[src/rtl/cpu_pkg.sv]
// Shared definitions for the instruction-memory loader.
//   loader_state_t : loader FSM state encoding
//   DEFAULT_DEPTH  : default instruction-memory depth in 32-bit words
//   WORD_W         : instruction word width
package cpu_pkg;

    typedef enum logic [2:0] {
        HDR_HI,
        HDR_LO,
        DATA,
        DONE,
        ERR
    } loader_state_t;

    localparam int DEFAULT_DEPTH = 128;
    localparam int WORD_W        = 32;

endpackage

[src/rtl/word_packer.sv]
// Big-endian byte-to-word assembler.
//   clk, rst   : clock, asynchronous active-high reset
//   clr        : synchronous clear of the partial word and byte counter
//   byte_en    : accept byte_in this cycle
//   byte_in    : incoming byte (first byte of a word lands in bits 31:24)
//   word       : assembled word, meaningful while word_valid=1
//   word_valid : combinational pulse on the 4th accepted byte of a word
module word_packer
    import cpu_pkg::*;
(
    input  logic              clk,
    input  logic              rst,
    input  logic              clr,
    input  logic              byte_en,
    input  logic [7:0]        byte_in,
    output logic [WORD_W-1:0] word,
    output logic              word_valid
);

    logic [23:0] shreg;
    logic [1:0]  byte_cnt;

    always_ff @(posedge clk or posedge rst) begin
        if (rst) begin
            shreg    <= '0;
            byte_cnt <= '0;
        end else if (clr) begin
            shreg    <= '0;
            byte_cnt <= '0;
        end else if (byte_en) begin
            shreg    <= {shreg[15:0], byte_in};
            byte_cnt <= byte_cnt + 2'd1;
        end
    end

    // The 4th byte is never stored; it is appended here so the loader can
    // register the full word on the same edge that accepts it.
    assign word       = {shreg, byte_in};
    assign word_valid = byte_en && (byte_cnt == 2'd3);

endmodule

[src/rtl/imem_loader.sv]
// Loads a program from a serial byte stream into instruction memory.
// Stream: 16-bit big-endian word count N, then N big-endian 32-bit words.
//   clk, rst   : clock, asynchronous active-high reset
//   in_data    : program byte, in_valid qualifies it, in_ready accepts it
//   reload     : restart request, honoured only in DONE or ERR
//   mem_we     : one-cycle write strobe per word, with mem_addr/mem_wdata
//   cpu_rst    : holds the CPU in reset until the program is loaded
//   done       : program fully loaded
//   error      : header word count exceeded DEPTH
module imem_loader
    import cpu_pkg::*;
#(
    parameter int DEPTH  = DEFAULT_DEPTH,
    parameter int ADDR_W = 7
) (
    input  logic              clk,
    input  logic              rst,
    input  logic [7:0]        in_data,
    input  logic              in_valid,
    output logic              in_ready,
    input  logic              reload,
    output logic              mem_we,
    output logic [ADDR_W-1:0] mem_addr,
    output logic [WORD_W-1:0] mem_wdata,
    output logic              cpu_rst,
    output logic              done,
    output logic              error
);

    loader_state_t     state;
    logic [15:0]       count;
    logic [ADDR_W-1:0] word_idx;
    logic              xfer;
    logic [15:0]       hdr_count;
    logic              last_word;
    logic [WORD_W-1:0] word;
    logic              word_valid;

    assign in_ready  = (state == HDR_HI) || (state == HDR_LO) || (state == DATA);
    assign done      = (state == DONE);
    assign error     = (state == ERR);
    assign xfer      = in_valid && in_ready;
    assign hdr_count = {count[15:8], in_data};
    assign last_word = (16'(word_idx) == count - 16'd1);

    // Holding the packer in clear outside DATA guarantees every load starts
    // on a word boundary.
    word_packer u_packer (
        .clk        (clk),
        .rst        (rst),
        .clr        (state != DATA),
        .byte_en    (xfer && (state == DATA)),
        .byte_in    (in_data),
        .word       (word),
        .word_valid (word_valid)
    );

    always_ff @(posedge clk or posedge rst) begin
        if (rst) begin
            state     <= HDR_HI;
            count     <= '0;
            word_idx  <= '0;
            mem_we    <= 1'b0;
            mem_addr  <= '0;
            mem_wdata <= '0;
            cpu_rst   <= 1'b1;
        end else begin
            mem_we  <= 1'b0;
            // Released only once DONE has been held for a cycle, so it trails
            // the final write strobe; a reload re-asserts it immediately.
            cpu_rst <= !((state == DONE) && !reload);
            case (state)
                HDR_HI: begin
                    if (xfer) begin
                        count[15:8] <= in_data;
                        state       <= HDR_LO;
                    end
                end
                HDR_LO: begin
                    if (xfer) begin
                        count[7:0] <= in_data;
                        word_idx   <= '0;
                        if (hdr_count > 16'(DEPTH))
                            state <= ERR;
                        else if (hdr_count == 16'd0)
                            state <= DONE;
                        else
                            state <= DATA;
                    end
                end
                DATA: begin
                    if (word_valid) begin
                        mem_we    <= 1'b1;
                        mem_addr  <= word_idx;
                        mem_wdata <= word;
                        word_idx  <= word_idx + 1'b1;
                        if (last_word)
                            state <= DONE;
                    end
                end
                DONE, ERR: begin
                    if (reload) begin
                        state    <= HDR_HI;
                        count    <= '0;
                        word_idx <= '0;
                    end
                end
                default: state <= HDR_HI;
            endcase
        end
    end

endmodule

[config.mk]
export PLATFORM = sky130hd
export DESIGN_NAME = imem_loader
export DESIGN_NICKNAME = d
export VERILOG_FILES = /design/src/rtl/cpu_pkg.sv /design/src/rtl/word_packer.sv /design/src/rtl/imem_loader.sv
export SDC_FILE = /design/constraint.sdc
export NUM_CORES = 1
export LEC_CHECK = 0
export CAP_MARGIN = 20
export CORE_AREA = 2 2 108 110
export CTS_CLUSTER_DIAMETER = 60
export CTS_CLUSTER_SIZE = 28
export DETAILED_ROUTE_END_ITERATION = 10
export DIE_AREA = 0 0 110 112
export SLEW_MARGIN = 20
export SYNTH_ARGS = -nofsm -noshare
export SYNTH_HDL_FRONTEND = slang
export SYNTH_HIERARCHICAL = 1
export SYNTH_SLANG_ARGS = --single-unit
[constraint.sdc]
create_clock -name clk -period 2.4 [get_ports clk]
set_input_delay 0.24 -clock clk [delete_from_list [all_inputs] [get_ports clk]]
set_output_delay 0.24 -clock clk [all_outputs]
set_load 0.05 [all_outputs]
# == Word level (Yosys, flattened, before mapping) ==
# Index checks and enable logic that the tools add are counted.
# classes
eq_ne,12
magnitude_cmp,1
n_reduce_logical,20
mux,22
addsub,3
# op_table
op,count
24-bit two-way mux,2
8-bit one-hot mux with 2 select lines,2
7-bit two-way mux,3
7-bit one-hot mux with 3 select lines,1
3-bit two-way mux,6
7-bit by 16-bit == test with 1-bit output,1
16-bit by 8-bit greater-than comparator with 1-bit output (second input constant),1
16-bit logical NOT,1
16-bit two-way mux,1
16-bit by 1-bit subtractor with 16-bit output (second input constant),1
3-bit one-hot mux with 4 select lines,1
8-bit two-way mux,1
2-bit inequality test (second input constant),4
7-bit by 1-bit adder with 7-bit output (second input constant),1
3-bit by 2-bit == test with 1-bit output (second input constant),2
3-bit AND reduction,2
2-bit nonzero test,3
5-bit AND reduction,1
1-bit logical AND,4
2-bit two-way mux,2
4-bit AND reduction,1
3-bit by 1-bit == test with 1-bit output (second input constant),1
3-bit == test (second input constant),1
3-bit logical NOT,1
other kinds (10),14
# totals
inputBits,12
register_bits,93

# == Longest topological paths before layout ==
# Gate-level depths: netlist (run 1).
# depth
ltp_word,8
ltp_mapped,11
ltp_nobuf,8

# == Modules after synthesis ==
# The synthesis (run 1) kept the hierarchy.
# by_module_without_submodules
module,n_inst,seq_area_each_um2,area_per_inst_um2,cells_per_inst
imem_loader,1,1677.9,3168.0,276
word_packer,1,650.6,1158.6,95

# == Worst setup path before layout (run 1) ==
# No wires, ideal clock.
# synth_timing
kind,register -> register
from,reg state[1]
to,reg state[0]
setup_ns,0.092
required_time_ns,2.308
path_slack_ns,-0.001
arrival_time_ns,2.309
stages_incl_launch_ff,11
period_less_slack_ns,2.401
cell_sequence,dfrtp_1 -> buf_2 -> and3_1 -> buf_6 -> buf_12 -> and2_1 -> nand2_1 -> a2111oi_2 -> nand4b_1 -> a2111o_1 -> o31ai_2
# synth_between
elab_chain_len,8
# synth_rtl
item,line_no,rtl
from (decl),imem_loader.sv:30,loader_state_t state;
from (signal assigned),imem_loader.sv:60,state <= HDR_HI;
from (signal assigned),imem_loader.sv:76,state <= HDR_LO;
from (signal assigned),imem_loader.sv:84,state <= ERR;
3-bit by 1-bit == test with 1-bit output / 3-bit logical NOT (equally long branches),imem_loader.sv:39,assign in_ready = (state == HDR_HI) || (state == HDR_LO) || (state == DATA);
1-bit logical OR (2 in a row),imem_loader.sv:39,
1-bit logical AND,imem_loader.sv:42,assign xfer = in_valid && in_ready;
1-bit logical AND *,imem_loader.sv:52,".byte_en (xfer && (state == DATA)),"
1-bit logical AND *,word_packer.sv:39,assign word_valid = byte_en && (byte_cnt == 2'd3);
net word_valid,imem_loader.sv:37,logic word_valid;
2-bit by 1-bit inequality test with 1-bit output (no line) *,n/a,
5-bit AND reduction (no line) *,n/a,
# Mark *: on every way through the listed nets, which the timed path passes. The rest lies on a longest branch.
# A chain may end at the register's enable or synchronous reset.

# == Worst setup path in the final report (run 1) ==
# layout_timing
from,reg state[0]
to,out error
# layout_between
elab_chain_len,1
# layout_rtl
item,line_no,rtl
3-bit == test,imem_loader.sv:41,assign error = (state == ERR);
to (decl),imem_loader.sv:27,output logic error
# No other way between the ends.

==> impl_metrics.toml, run 1 <==
[global_routing]
grt_pass1_vias = 2966
grt-ovfl-total = 0
grt.total_usage_pct = 16.4
grt_max_degree = 68
grt_pass1_wl_um = 15700
antenna_found_initial = 0

[layout]
layout-drive-gt1-share_pct = 10.0
n_antenna_cell = 0
fillers = 1025
multi_input_area_um2 = 1780
layout.area.seq_um2 = 2330
fin_area_um2 = 5300
synthToLayoutAreaGrowth_pct = 22.4
final_common_cell = "dfrtp_1"
final_cell_mix = "dfrtp_1 (92), clkdlybuf4s50_1 (55), mux2_1 (37)"
fin_nets = 438

[placed_design]
placed_area_um2 = 4990
portBuffers = 55
place_hpwl_um = 6460
gp_congestion = 0.947

[floorplanning]
num_rows = 39
num_io_pins = 56
die_area_um2 = 12300
die_w_um = 110
die_y_um = 112
core_um2 = 11200
initial_utilization_pct = 38.7

[logic_synthesis]
synth_fp_nets = 386
synth.avg_cell_area_um2 = 11.7
async_flop_share_pct = 100
synthesis.area_um2 = 4330
synthCells = 371
synth.top_cell.area_share_pct = 53.2
yosys.area.top_type = "dfrtp_1"
ys.flop_type = "dfrtp_1"
yosys_register_bits = 93
synth-seq-area-share_pct = 53.8
yosysWarnings = 6
synth_edf_count = 0
synth.distinct_cells = 48
yosys-top-cells-area = "dfrtp_1 (53%), mux2_1 (9.6%), mux2i_1 (6.5%)"

[worst_setup_path]
ff2ff_setup_slack_ns = 0.11
startpoint_type = "flop"
r2r-start = "count[0]"
crit_end = "error"
critPathKind = "reg -> out"
path_max_fanout = 14
critPathArrivalTime_ns = 2.06
r2r-end = "state[0]"
critPathCaptureType = "output port"
cp.required_ns = 2.16
critical_path.startpoint = "state[0]"
rr_worst_depth = 7

[drt]
route.detailed.drc = 0
wl_um = 9420
top_layer = "met4"
wire_per_inst_um = 16.5
dr_wl_met2_um = 4390
met3_length_um = 305
firstDrtPassIters = 4
antenna_left = 0
via_count = 2961
drtIter0Drc = 141
via_per_inst = 5.19
wl_met1_um = 4540

[clocking]
clk_path_buf_depth = 2
htreeDepth = 3
hold_buffers = 0
post_cts_buffers = 0
cts.sinks = 93
cts_buffers = 9
clk_pin_slew_ns = 0.07
root_buffer = "clkbuf_16"
post_cts_resized = 0
insertion_delay_ns = 0.33
cts_tree = "built"

[sta]
rsz0062_at_grt = "false"
fin_crit_sh_pct = 95.8
report.final.slew_viol_count = 0
slew_headroom_pct = 60.0
fin_skew_ns = 0.00888
setup_viol = 0
hold_viol_final = 0
fin_crit_ns = 2.30
tightest_slew_ns = 0.598
fin_tns_setup_ns = 0
fmax_mhz = 435

[run]
drv_cap = 0

[power_and_ir_drop]
ir_drop_v = 0.000388
power_density_nw_per_um2 = 866
p_leak_nw = 2.32

[run_status]
status = "completed"

[worst_hold_path]
hp-class = "in -> async"
-- cells by family (layout without fill, tap and decap cells) --
group | count (synthesis) | in the layout | share of synthesized area [%]
fa+ha+maj | 3 | 3 | 0.868
xor+xnor | 12 | 12 | 2.43
mux | 69 | 69 | 17.1
simple gates | 111 | 111 | 12.7
buf+inv | 35 | 92 | 5.15
compound gates | 48 | 48 | 7.90
flops | 93 | 93 | 53.8
-- cells in the mapped netlist, drive strengths merged (3+ instances only) --
cell type  count
dfrtp         92
mux2          41
nor2          37
mux2i         28
buf           23
nand2         22
o21ai         13
a21oi         10
nand3         10
or3           10
a22o           9
xnor2          8
nor4           7
clkbuf         6
inv            6
nor3           6
nand2b         4
o21a           4
xor2           4
ha             3
nand4          3
or4            3
-- critical path: stages (launching register included) --
cell and delay (ns):
dfrtp_1 0.38, buf_4 0.19, nor3b_2 0.29, clkdlybuf4s50_1 0.87
-- flip-flops by register name, indices dropped and copies added, names as in the netlist --
signal / cells
word_idx: 7
count: 16
mem_we: 1
cpu_rst: 1
mem_addr: 7
u_packer/byte_cnt: 2
u_packer/shreg: 24
mem_wdata: 32
state: 3
-- report_power, final --
group          switching, mW  internal (mW)  leakage, nW
Combinational          0.719          0.530        0.899
Clock                  0.596          0.839        0.150
Sequential             0.193           1.71         1.27
-- cell type report --
cell class,count,share of cell area [%]
Clock inverter,5,1.09
Clock buffer,11,4.58
Tap cell,143,3.38
Multi-Input combinational cell,243,33.6
Inverter,6,0.425
Timing Repair Buffer,70,13.0
Sequential cell,93,44.0
-- routing by layer --
metal | global-route usage (%) | vias to the layer above
li1 | - | 1414
met1 | 23.8 | 1476
met2 | 24.4 | 58
met3 | 3.92 | 13
met4 | 4.64 | 0
met5 | 0 | -
-- per-stage QoR --
step                      setup slack [ns]  util, %  power [mW]  std cells  hold slack, ns
after CTS                           0.0878     47.4        4.62        571           0.333
after global routing                0.0296     47.4        4.84        571           0.374
after global placement              0.0750     44.7        3.15        555           0.468
after floorplan                    0.00842        -        2.83        371           0.280
final                                0.100     47.4        4.59        571           0.308
after detailed placement            0.0181     44.7        3.17        555           0.474
-- worst min-delay path by stage --
stage | start | endpoint | slack (ns) | depth (start not counted)
2_1_floorplan | rst | u_packer/byte_cnt[0] | 0.28 | 1
3_3_place_gp | mem_addr[4] | mem_addr[4] | 0.47 | 1
3_5_place_dp | mem_addr[3] | mem_addr[3] | 0.47 | 1
4_1_cts | rst | u_packer/shreg[18] | 0.33 | 3
5_1_grt | rst | u_packer/shreg[18] | 0.37 | 3
6_report | rst | mem_wdata[26] | 0.31 | 3
(Power assumes the default switching activity.)
==> run 2: changes to the inputs <==
--- a/config.mk
+++ b/config.mk
@@ -11,6 +11,7 @@
 export CTS_CLUSTER_SIZE = 28
 export DETAILED_ROUTE_END_ITERATION = 10
 export DIE_AREA = 0 0 110 112
+export DONT_BUFFER_PORTS = 1
 export SLEW_MARGIN = 20
 export SYNTH_ARGS = -nofsm -noshare
 export SYNTH_HDL_FRONTEND = slang
==> run 2 against run 1 <==
Effect of this change:
- power down 3.4%
- count of clock-buffer cells in the layout is the same
- final cell count down 9.6%
- via count is 6.9% lower
- clock power shrank 7%
- non-clock buffer count is 55 lower
- combinational power decreased by 4%
- register-to-register slack improved by 0.07 ns
- sequential share of layout area up 5.3 points
==> impl_metrics.toml, run 2 (synthesis results as in run 1) <==
[sta]
hold_ws_ns = 0.0107
fin_crit_ns = 2.22
fin_crit_sh_pct = 92.5
fin_ws_ns = 0.180
hold_viol_final = 0
fin_tns_setup_ns = 0
report.final.slew_viol_count = 0
tightest_slew_ns = 1.01
fin_skew_ns = 0.00533
rsz0062_at_grt = "false"
setup_viol = 0
slew_headroom_pct = 32.4
fmax_mhz = 450

[clocking]
hold_buffers = 1
cts_tree = "built"
cts.sinks = 93
post_cts_buffers = 0
clk_path_buf_depth = 2
root_buffer = "clkbuf_16"
insertion_delay_ns = 0.35
post_cts_resized = 0
htreeDepth = 3
clk_pin_slew_ns = 0.06
cts_buffers = 9

[run_status]
status = "completed"

[layout]
stdcell_count = 516
layout-drive-gt1-share_pct = 11.3
final_cell_mix = "dfrtp_1 (92), mux2_1 (37), nor2_1 (36)"
fillers = 1054
fin_area_um2 = 4720
fin_nets = 383
fin_util_pct = 42.3
synthToLayoutAreaGrowth_pct = 9.17
top_regs = "mem_wdata (32), u_packer/shreg (24), count (16)"
top_register = "mem_wdata"
largest_reg_flops = 32
n_antenna_cell = 0
final_common_cell = "dfrtp_1"

[power_and_ir_drop]
power_density_nw_per_um2 = 938
totalPowerFinal_mw = 4.43
p_leak_nw = 2.11
ir_drop_v = 0.000370

[global_routing]
grt_pass1_wl_um = 15200
grt_max_degree = 44
antenna_found_initial = 0
grt-ovfl-total = 0
grt.total_usage_pct = 16.2
grt_pass1_vias = 2838

[floorplanning]
die_y_um = 112
core_um2 = 11200
initial_utilization_pct = 38.7
die_area_um2 = 12300
num_io_pins = 56
die_w_um = 110
num_rows = 39

[worst_setup_path]
path_max_fanout = 6
critPathKind = "reg -> reg"
critPathCaptureType = "flop"
cp.required_ns = 2.65
critPathArrivalTime_ns = 2.47
startpoint_type = "flop"

[drt]
wl_um = 9380
drtIter0Drc = 151
via_per_inst = 5.34
via_count = 2756
firstDrtPassIters = 4
wire_per_inst_um = 18.2
antenna_left = 0
route.detailed.drc = 0

[placed_design]
portBuffers = 0
dp_cells = 499
dp_slack_ns = 0.205
gp_congestion = 0.929
placed_area_um2 = 4440
place_hpwl_um = 6430

[run]
drv_cap = 0

[worst_hold_path]
hp-class = "in -> reg"
-- run 2: routing by layer --
layer | routed length [um] | up-vias | global-route usage [%]
met4 | 144 | 0 | 5.40
met1 | 4210 | 1395 | 21.8
met3 | 505 | 12 | 4.92
li1 | - | 1301 | -
met2 | 4520 | 48 | 25.0
met5 | 0 | - | 0
-- run 2: worst paths after layout --
path / from / to / slack, ns / cells past startpoint
worst min-delay path: reload / cpu_rst / 0.01 / 1
min in group asynchronous: rst / mem_wdata[27] / 0.42 / 2
worst max-delay path: count[0] / state[0] / 0.18 / 7
worst max register to register: count[0] / state[0] / 0.18 / 7
max in group asynchronous: rst / count[15] / 1.35 / 3
worst min register to register: u_packer/shreg[22] / mem_wdata[30] / 0.50 / 1
-- run 2: critical path, cell delays in order (launching register included) --
cell and delay [ns]:
dfrtp_1 0.43, inv_1 0.10, ha_1 0.23, or3b_1 0.44, o32ai_1 0.29, a22oi_1 0.10, a2111o_1 0.31, o31ai_2 0.24
-- run 2: cell type report --
cell class | instances | area (um2) | share of cell area, %
sequential | 93 | 2330 | 49.3
multi-input combinational | 243 | 1780 | 37.6
tap | 143 | 179 | 3.79
clock inverter | 5 | 33.8 | 0.715
inverter | 6 | 22.5 | 0.477
clock buffer | 11 | 243 | 5.14
timing repair buffer | 15 | 140 | 2.97
-- run 2: where the power goes --
group	switching [mW]	internal (mW)	total (mW)
logic	0.706	0.490	1.20
clock network	0.596	0.730	1.33
registers	0.196	1.71	1.91
total	1.50	2.93	4.43
==> run 3: changes to the inputs <==
--- a/config.mk
+++ b/config.mk
@@ -12,6 +12,7 @@
 export DETAILED_ROUTE_END_ITERATION = 10
 export DIE_AREA = 0 0 110 112
 export DONT_BUFFER_PORTS = 1
+export GPL_ROUTABILITY_DRIVEN = 0
 export SLEW_MARGIN = 20
 export SYNTH_ARGS = -nofsm -noshare
 export SYNTH_HDL_FRONTEND = slang
==> results of run 3 <==
No change in the layout: final DEF, timing and power equal those of run 2.
